## src/rtl/add_arbiter.sv

```systemverilog
// Round-robin arbiter sharing one WIDTH-bit adder among NREQ requesters.
// Grant is combinational; sum, carry and owner id are registered one cycle later.
module add_arbiter #(
    parameter int NREQ  = 4,
    parameter int WIDTH = 32,
    parameter int IDW   = 3
) (
    input  logic                  clk,
    input  logic                  reset,
    input  logic                  stall,
    input  logic [NREQ-1:0]       req_valid,
    input  logic [NREQ*WIDTH-1:0] req_in1,
    input  logic [NREQ*WIDTH-1:0] req_in2,
    output logic [NREQ-1:0]       req_ready,
    output logic                  rsp_valid,
    output logic [IDW-1:0]        rsp_id,
    output logic [WIDTH-1:0]      rsp_out,
    output logic                  rsp_carry,
    output logic [IDW-1:0]        ptr
);

    logic [IDW-1:0]    r_ptr;
    logic              r_vld_p1;
    logic [IDW-1:0]    r_id_p1;
    logic [WIDTH-1:0]  r_out_p1;
    logic              r_carry_p1;

    logic [2*NREQ-1:0] w_dbl;
    logic [NREQ-1:0]   w_rot;
    logic              w_found;
    logic [IDW:0]      w_idx_ext;
    logic [IDW-1:0]    w_gid;
    logic [NREQ-1:0]   w_grant;
    logic [IDW-1:0]    w_ptr_nxt;
    logic [WIDTH-1:0]  w_a;
    logic [WIDTH-1:0]  w_b;
    logic [WIDTH:0]    w_sum;

    // Stage p0: rotate requests so the pointer sits at bit 0, then take the first set bit
    always_comb begin
        w_dbl     = {req_valid, req_valid} >> r_ptr;
        w_rot     = w_dbl[NREQ-1:0];
        w_found   = 1'b0;
        w_idx_ext = '0;
        if (!reset && !stall) begin
            for (int k = 0; k < NREQ; k++) begin
                if (!w_found && w_rot[k]) begin
                    w_found   = 1'b1;
                    w_idx_ext = {1'b0, r_ptr} + (IDW+1)'(k);
                end
            end
        end
        if (w_idx_ext >= (IDW+1)'(NREQ)) begin
            w_idx_ext = w_idx_ext - (IDW+1)'(NREQ);
        end
        w_gid     = w_idx_ext[IDW-1:0];
        w_grant   = w_found ? (NREQ'(1) << w_gid) : '0;
        w_ptr_nxt = (w_gid == IDW'(NREQ-1)) ? '0 : w_gid + IDW'(1);
    end

    always_comb begin
        w_a = '0;
        w_b = '0;
        for (int i = 0; i < NREQ; i++) begin
            if (w_grant[i]) begin
                w_a = req_in1[i*WIDTH +: WIDTH];
                w_b = req_in2[i*WIDTH +: WIDTH];
            end
        end
        w_sum = {1'b0, w_a} + {1'b0, w_b};
    end

    // Stage p1: registered response; stall freezes everything, an idle cycle only clears valid
    always_ff @(posedge clk) begin
        if (reset) begin
            r_ptr      <= '0;
            r_vld_p1   <= 1'b0;
            r_id_p1    <= '0;
            r_out_p1   <= '0;
            r_carry_p1 <= 1'b0;
        end else if (!stall) begin
            r_vld_p1 <= w_found;
            if (w_found) begin
                r_ptr      <= w_ptr_nxt;
                r_id_p1    <= w_gid;
                r_out_p1   <= w_sum[WIDTH-1:0];
                r_carry_p1 <= w_sum[WIDTH];
            end
        end
    end

    assign req_ready = w_grant;
    assign rsp_valid = r_vld_p1;
    assign rsp_id    = r_id_p1;
    assign rsp_out   = r_out_p1;
    assign rsp_carry = r_carry_p1;
    assign ptr       = r_ptr;

endmodule

```

## config.mk

```make
export PLATFORM = sky130hd
export DESIGN_NAME = add_arbiter
export DESIGN_NICKNAME = d
export VERILOG_FILES = /design/src/rtl/add_arbiter.sv
export SDC_FILE = /design/constraint.sdc
export NUM_CORES = 1
export LEC_CHECK = 0
export CAP_MARGIN = 20
export CORE_UTILIZATION = 42
export DETAILED_ROUTE_END_ITERATION = 16
export HOLD_SLACK_MARGIN = 0.15
export PLACE_DENSITY_LB_ADDON = 0.12
export SKIP_LAST_GASP = 1
export SYNTH_ARGS = -nofsm -noshare
export SYNTH_HDL_FRONTEND = slang
export SYNTH_SLANG_ARGS = --single-unit
```

## constraint.sdc

```tcl
create_clock -name clk -period 5.79 [get_ports clk]
set_input_delay 0.579 -clock clk [delete_from_list [all_inputs] [get_ports clk]]
set_output_delay 0.579 -clock clk [all_outputs]
set_load 0.03 [all_outputs]
```

Word level (Yosys, flattened, before mapping)

Index checks and enable logic that the tools add are counted.
W data, S select, Z words.

Flip-flop bits (word level): 40
Input port bits: 263
Output and inout bits: 44

Add/subtract/negate cells: 6
$lt $le $gt $ge: 1
Equality and inequality tests: 1
Shifts and indexed selects: 2
Mux-type cells: 24
Bitwise logic cells: 1
Reduce and logical (&&, ||, !) cells: 10

Operators by type and width:

| kind                  | number |
|---|---|
| $mux W32              | 8 |
| $add A32 B32 Y33      | 1 |
| $mux W4               | 5 |
| $mux W3               | 3 |
| $add A3 B2 Y4 const B | 2 |
| $mux W1               | 8 |
| $shr A8 B3 Y4         | 1 |
| $logic_not A1 Y1      | 5 |
| $add A3 B1 Y4 const B | 1 |
| $ge A4 B3 Y1 const B  | 1 |
| $logic_and A1 B1 Y1   | 4 |
| $shl A1 B3 Y4 const A | 1 |
| $add A3 B1 Y3 const B | 1 |
| $eq A3 B2 Y1 const B  | 1 |
| $sub A3 B3 Y3 const B | 1 |
| $reduce_and A2 Y1     | 1 |
| $not A1 Y1            | 1 |

Logic depth before layout (Yosys ltp)

Gate-level depths: netlist of run 1.

Word-level depth: 24
Depth in mapped cells: 28
Gate-level depth less buffers: 26

Worst setup path after synthesis of run 1

No wires, ideal clock.

Kind: register to register
Start: reg r_ptr[0], in the netlist ptr[0]
End: reg r_out_p1[30], in the netlist rsp_out[30]
Setup time: 0.120 ns
Arrival: 5.399 ns
Required time: 5.670 ns
Slack: 0.272 ns
Cell stages (with the launch flop): 27
Path buffers: 3
Clock period less this slack: 5.518 ns
Cells stage by stage: dfxtp_1 -> buf_2 -> mux2_2 -> o2bb2ai_2 -> nor2b_1 -> or3_1 -> a21oi_1 -> inv_1 -> ha_1 -> clkbuf_1 -> clkbuf_1 -> and3_1 -> a21oi_1 -> nor2_1 -> a21oi_1 -> nor2_1 -> a21oi_1 -> nor2_4 -> ha_1 -> a21o_1 -> a21o_1 -> a221oi_1 -> nand3_1 -> a31oi_1 -> o21a_1 -> nor4b_1 -> a211o_1

Word-level cells in the longest chain between the ends: 24

Ends and longest elaborated chain:

| what                                          | line   | RTL |
|---|---|---|
| start, declared                               | 22     | `logic [IDW-1:0] r_ptr;` |
| start signal, assigned                        | 84     | `r_ptr <= w_ptr_nxt;` |
| $shr A8 B3 Y4                                 | 41     | `w_dbl = {req_valid, req_valid} >> r_ptr;` |
| $mux W1                                       | 47     | `if (!w_found && w_rot[k]) begin` |
| $mux W1                                       | 45     | `if (!reset && !stall) begin` |
| $logic_not A1 Y1                              | 47     |  |
| $logic_and A1 B1 Y1                           | 47     |  |
| $mux W1                                       | 47     |  |
| $mux W1                                       | 45     |  |
| $logic_not A1 Y1                              | 47     |  |
| (+6 left out)                                 | -      |  |
| $mux W4 *                                     | 45     |  |
| $ge A4 B3 Y1 or $sub A3 B3 Y3 (tied branches) | 53, 54 |  |
| $mux W3 *                                     | 53     | `if (w_idx_ext >= (IDW+1)'(NREQ)) begin` |
| via w_idx_ext[0]                              | 31     | `logic [IDW:0] w_idx_ext;` |
| $shl A1 B3 Y4 *                               | 57     | `w_grant = w_found ? (NREQ'(1) << w_gid) : '0;` |
| $mux W4 *                                     | 57     |  |
| $mux W32 (4 in series)                        | 65     | `if (w_grant[i]) begin` |
| $add A32 B32 Y33 *                            | 70     | `w_sum = {1'b0, w_a} + {1'b0, w_b};` |
| end signal, assigned                          | 86     | `r_out_p1 <= w_sum[WIDTH-1:0];` |
| end, declared                                 | 25     | `logic [WIDTH-1:0] r_out_p1;` |

The timed path passes the listed nets; every way through them passes the cells marked *. The select of a mux whose other input is x is not followed.
A chain may end at the register's enable or synchronous reset.

Final worst setup path of run 1

Start: in req_valid[0]
End: reg r_out_p1[30], in the netlist rsp_out[30]

Word-level cells in the longest chain between the ends: 24

Ends and longest elaborated chain:

| what                                          | line   | RTL |
|---|---|---|
| start, declared                               | 11     | `input logic [NREQ-1:0] req_valid,` |
| $shr A8 B3 Y4 *                               | 41     |  |
| $mux W1                                       | 47     |  |
| $mux W1                                       | 45     |  |
| $logic_not A1 Y1                              | 47     |  |
| $logic_and A1 B1 Y1                           | 47     |  |
| $mux W1                                       | 47     |  |
| $mux W1                                       | 45     |  |
| $logic_not A1 Y1                              | 47     |  |
| (+5 left out)                                 | -      |  |
| $mux W4                                       | 47     |  |
| $mux W4                                       | 45     |  |
| $ge A4 B3 Y1 or $sub A3 B3 Y3 (tied branches) | 53, 54 |  |
| $mux W3                                       | 53     |  |
| $shl A1 B3 Y4                                 | 57     |  |
| $mux W4                                       | 57     |  |
| $mux W32 (4 in series)                        | 65     |  |
| $add A32 B32 Y33                              | 70     |  |

Every way passes the cells marked *; elsewhere a longest branch is shown, timed or not. The select of a mux whose other input is x is not followed.

==> flow_summary.toml, run 1 <==
[clock_tree]
clockRootBuffer = "clkbuf_16"
numClockSinks = 40
htree_levels = 2
cts_tree = "done"
clock_path_buffers = 2
clk_pin_slew_ns = 0.05
cts_buffers = 5
insertion_delay_ns = 0.28

[timing]
fin_crit_sh = 0.965
worst_pin_slew_ns = 0.627
setup_viol = 0
max_freq_mhz = 179
skew_ns = 0.00335
slew_headroom = 0.582
rsz0062_at_grt = "true"
layout_min_cycle_time_ns = 5.59
timing_hold_violations_final = 0
timing.final.ws_setup_ns = 0.200
slew_viol_final = 0

[placed_design]
place_hpwl_um = 18100
dp_slack_ns = -0.160
port_buffers = 306
place.gp.congestion = 0.897

[route]
finalWirelength_um = 22200
drc = 0
drt_iter0_markers = 413
drt-pass1-iter-count = 5
num_vias = 7776
wl_per_cell_um = 15.3
routed_via_density = 5.37
ant_nets = 0

[global_routing]
globalRouteMet3Util = 0.0276
gr-total-overflow = 0
grt_pass1_wl_um = 33700
grtUsageMet2 = 0.468
grt_util_all_layers = 0.284
grt_antenna_before_repair = 1
grt_use_met1 = 0.392
grt_pass1_vias = 6928
busiest_layer = "met2"
grt_max_degree = 76

[floorplan]
ioPinCount = 307
die_area_mm2 = 0.0149
initial_core_util = 0.433
coreArea_mm2 = 0.0140
rows = 43
fp.dieW_um = 122
die_h_um = 122

[setup_path]
worstPathRequired_ns = 5.95
cp_common_cell = "nor2_1"
cp_max_fo = 6
crit_arrival_ns = 5.75
cp_slowest_cell = "mux4_2"
crit_family = "compound AO/OA/AOI/OAI gates"
cp-end-kind = "flop"
crit_type = "in -> reg"
worst-path-buf-inv = 5
critPathLaunchType = "input port"
max_stage_delay_ns = 0.48

[yosys]
yosys_register_bits = 40
yosys_warnings = 0
syn_inst = 929
yosysUniqueCellTypes = 56
synth-edff-count = 0
netlist_area_mm2 = 0.00606
postSynth.asyncResetShare = 0
syn_nets = 1233
ys_seq_area_frac = 0.132
post_synth.cell_area_avg_um2 = 6.53
ys.flop_type = "dfxtp_1"

[worst_hold_path]
min_path_type = "reg -> reg"

[pwr]
finalPower_mw = 1.71
cellPowerDensity_mw_per_mm2 = 169
ir_drop_mv = 0.123
leakage_nw = 4.28

[finish]
drive_gt1_frac = 0.149
fin_nets = 1571
syn_to_final_growth_pct = 66.6

[status]
status = "finished, final reports clean"

[run]
max_cap_violations = 0
-- cell usage in the layout, fill, tap and decap left out, types with 36 or more instances in the layout --
cell | synthesis | layout
a21oi_1 | 225 | 215
and3_1 | 72 | 72
buf_4 | 1 | 87
clkdlybuf4s50_1 | 0 | 306
dfxtp_1 | 40 | 40
ha_1 | 40 | 36
nand2_1 | 39 | 38
nor2_1 | 161 | 161
nor2_4 | 39 | 39
o21ai_0 | 44 | 40
-- worst reg2reg max path, delay by kind of cell (launching register included) --
family,cells,cell delay (ns)
AO/OA/AOI/OAI,9,1.67
adder cells (fa/ha/maj),2,0.48
buffers and inverters,5,0.74
multiplexers,1,0.61
flip-flops,1,0.51
AND/OR/NAND/NOR,11,1.18
-- synthesized netlist by cell type (all sizes together) (6+ instances only) --
cell type  instances  area [µm²]
a211oi             9        67.6
a21o              18         135
a21oi            225        1130
and3              72         450
buf               17         155
clkbuf            52         195
dfxtp             40         801
ha                40         500
inv               14        52.6
nand2             40         153
nand3             35         175
nand4              6        37.5
nor2             211        1110
nor3               9        45.0
o211ai             6        50.1
o21ai             44         220
o21bai             6        45.0
o31ai              6        45.0
xnor2             17         149
xor2               9        78.8
-- flip-flops by register name (all words and copies together) (netlist names) --
name       count
ptr            3
rsp_out       32
rsp_carry      1
rsp_id         3
rsp_valid      1
-- worst paths after layout --
check,depth (start not counted),slack (ns),startpoint,end
worst max-delay path,29,0.20,req_valid[0],rsp_out[30]
worst min-delay path,2,0.46,rsp_valid,rsp_valid
worst max register to register,28,0.47,ptr[0],rsp_out[30]
worst min register to register,2,0.46,rsp_valid,rsp_valid
-- routing by layer --
| layer | share of wire | up-vias |
|---|---|---|
| li1 | - | 3996 |
| met1 | 0.46 | 3481 |
| met2 | 0.47 | 271 |
| met3 | 0.052 | 28 |
| met4 | 0.019 | 0 |
| met5 | 0 | - |
-- power by group --
group          switching [mW]  internal [mW]  leakage [nW]
Clock                   0.102          0.171        0.0701
Sequential             0.0188          0.302         0.326
Combinational           0.573          0.539          3.89
Total                   0.694           1.01          4.28
-- cell families (layout without fill, tap and decap cells) --
kind of cell,count (synthesis),after routing,share of synthesized area
AO/OA/AOI/OAI,338,338,0.311
XOR/XNOR,26,26,0.0376
adder cells (fa/ha/maj),41,41,0.0859
buffers and inverters,84,423,0.0671
flip-flops,40,40,0.132
multiplexers,7,7,0.0159
other,0,1,0
AND/OR/NAND/NOR,393,393,0.350
-- timing repair --
action | 4_1_cts | 5_1_grt
setup endpoints to repair | 0 | 20
gates resized for setup | 0 | 31
setup buffers | 0 | 7
hold buffers | 0 | 0
-- area by class of cell --
class | count | area, µm²
Sequential cell | 40 | 801
Clock inverter | 1 | 7.51
Inverter | 15 | 60.1
Fill cell | 1246 | 3890
Clock buffer | 7 | 143
Multi-Input combinational cell | 805 | 5010
Antenna cell | 1 | 2.50
Tap cell | 180 | 225
Timing Repair Buffer | 400 | 3850
-- through the flow --
stage          instances  setup TNS [ns]  hold slack, ns  utilization  instance area (µm²)
4_1_cts             1441               0           0.460        0.710                 9930
6_report            1449               0           0.461        0.722                10100
2_1_floorplan        929               0           0.575            -                 6060
3_5_place_dp        1433          -0.927           0.453        0.699                 9780
3_3_place_gp        1433          -0.103           0.447        0.699                 9780
5_1_grt             1449          -0.362           0.486        0.722                10100
Note: power is estimated with default switching activity, not from simulation.
==> run 2: changes to the inputs <==
--- a/config.mk
+++ b/config.mk
@@ -14,3 +14,4 @@
 export SYNTH_ARGS = -nofsm -noshare
 export SYNTH_HDL_FRONTEND = slang
 export SYNTH_SLANG_ARGS = --single-unit
+export TNS_END_PERCENT = 100
==> results of run 2 <==
Same layout as run 1: the final DEF is identical, and so are final timing and power.
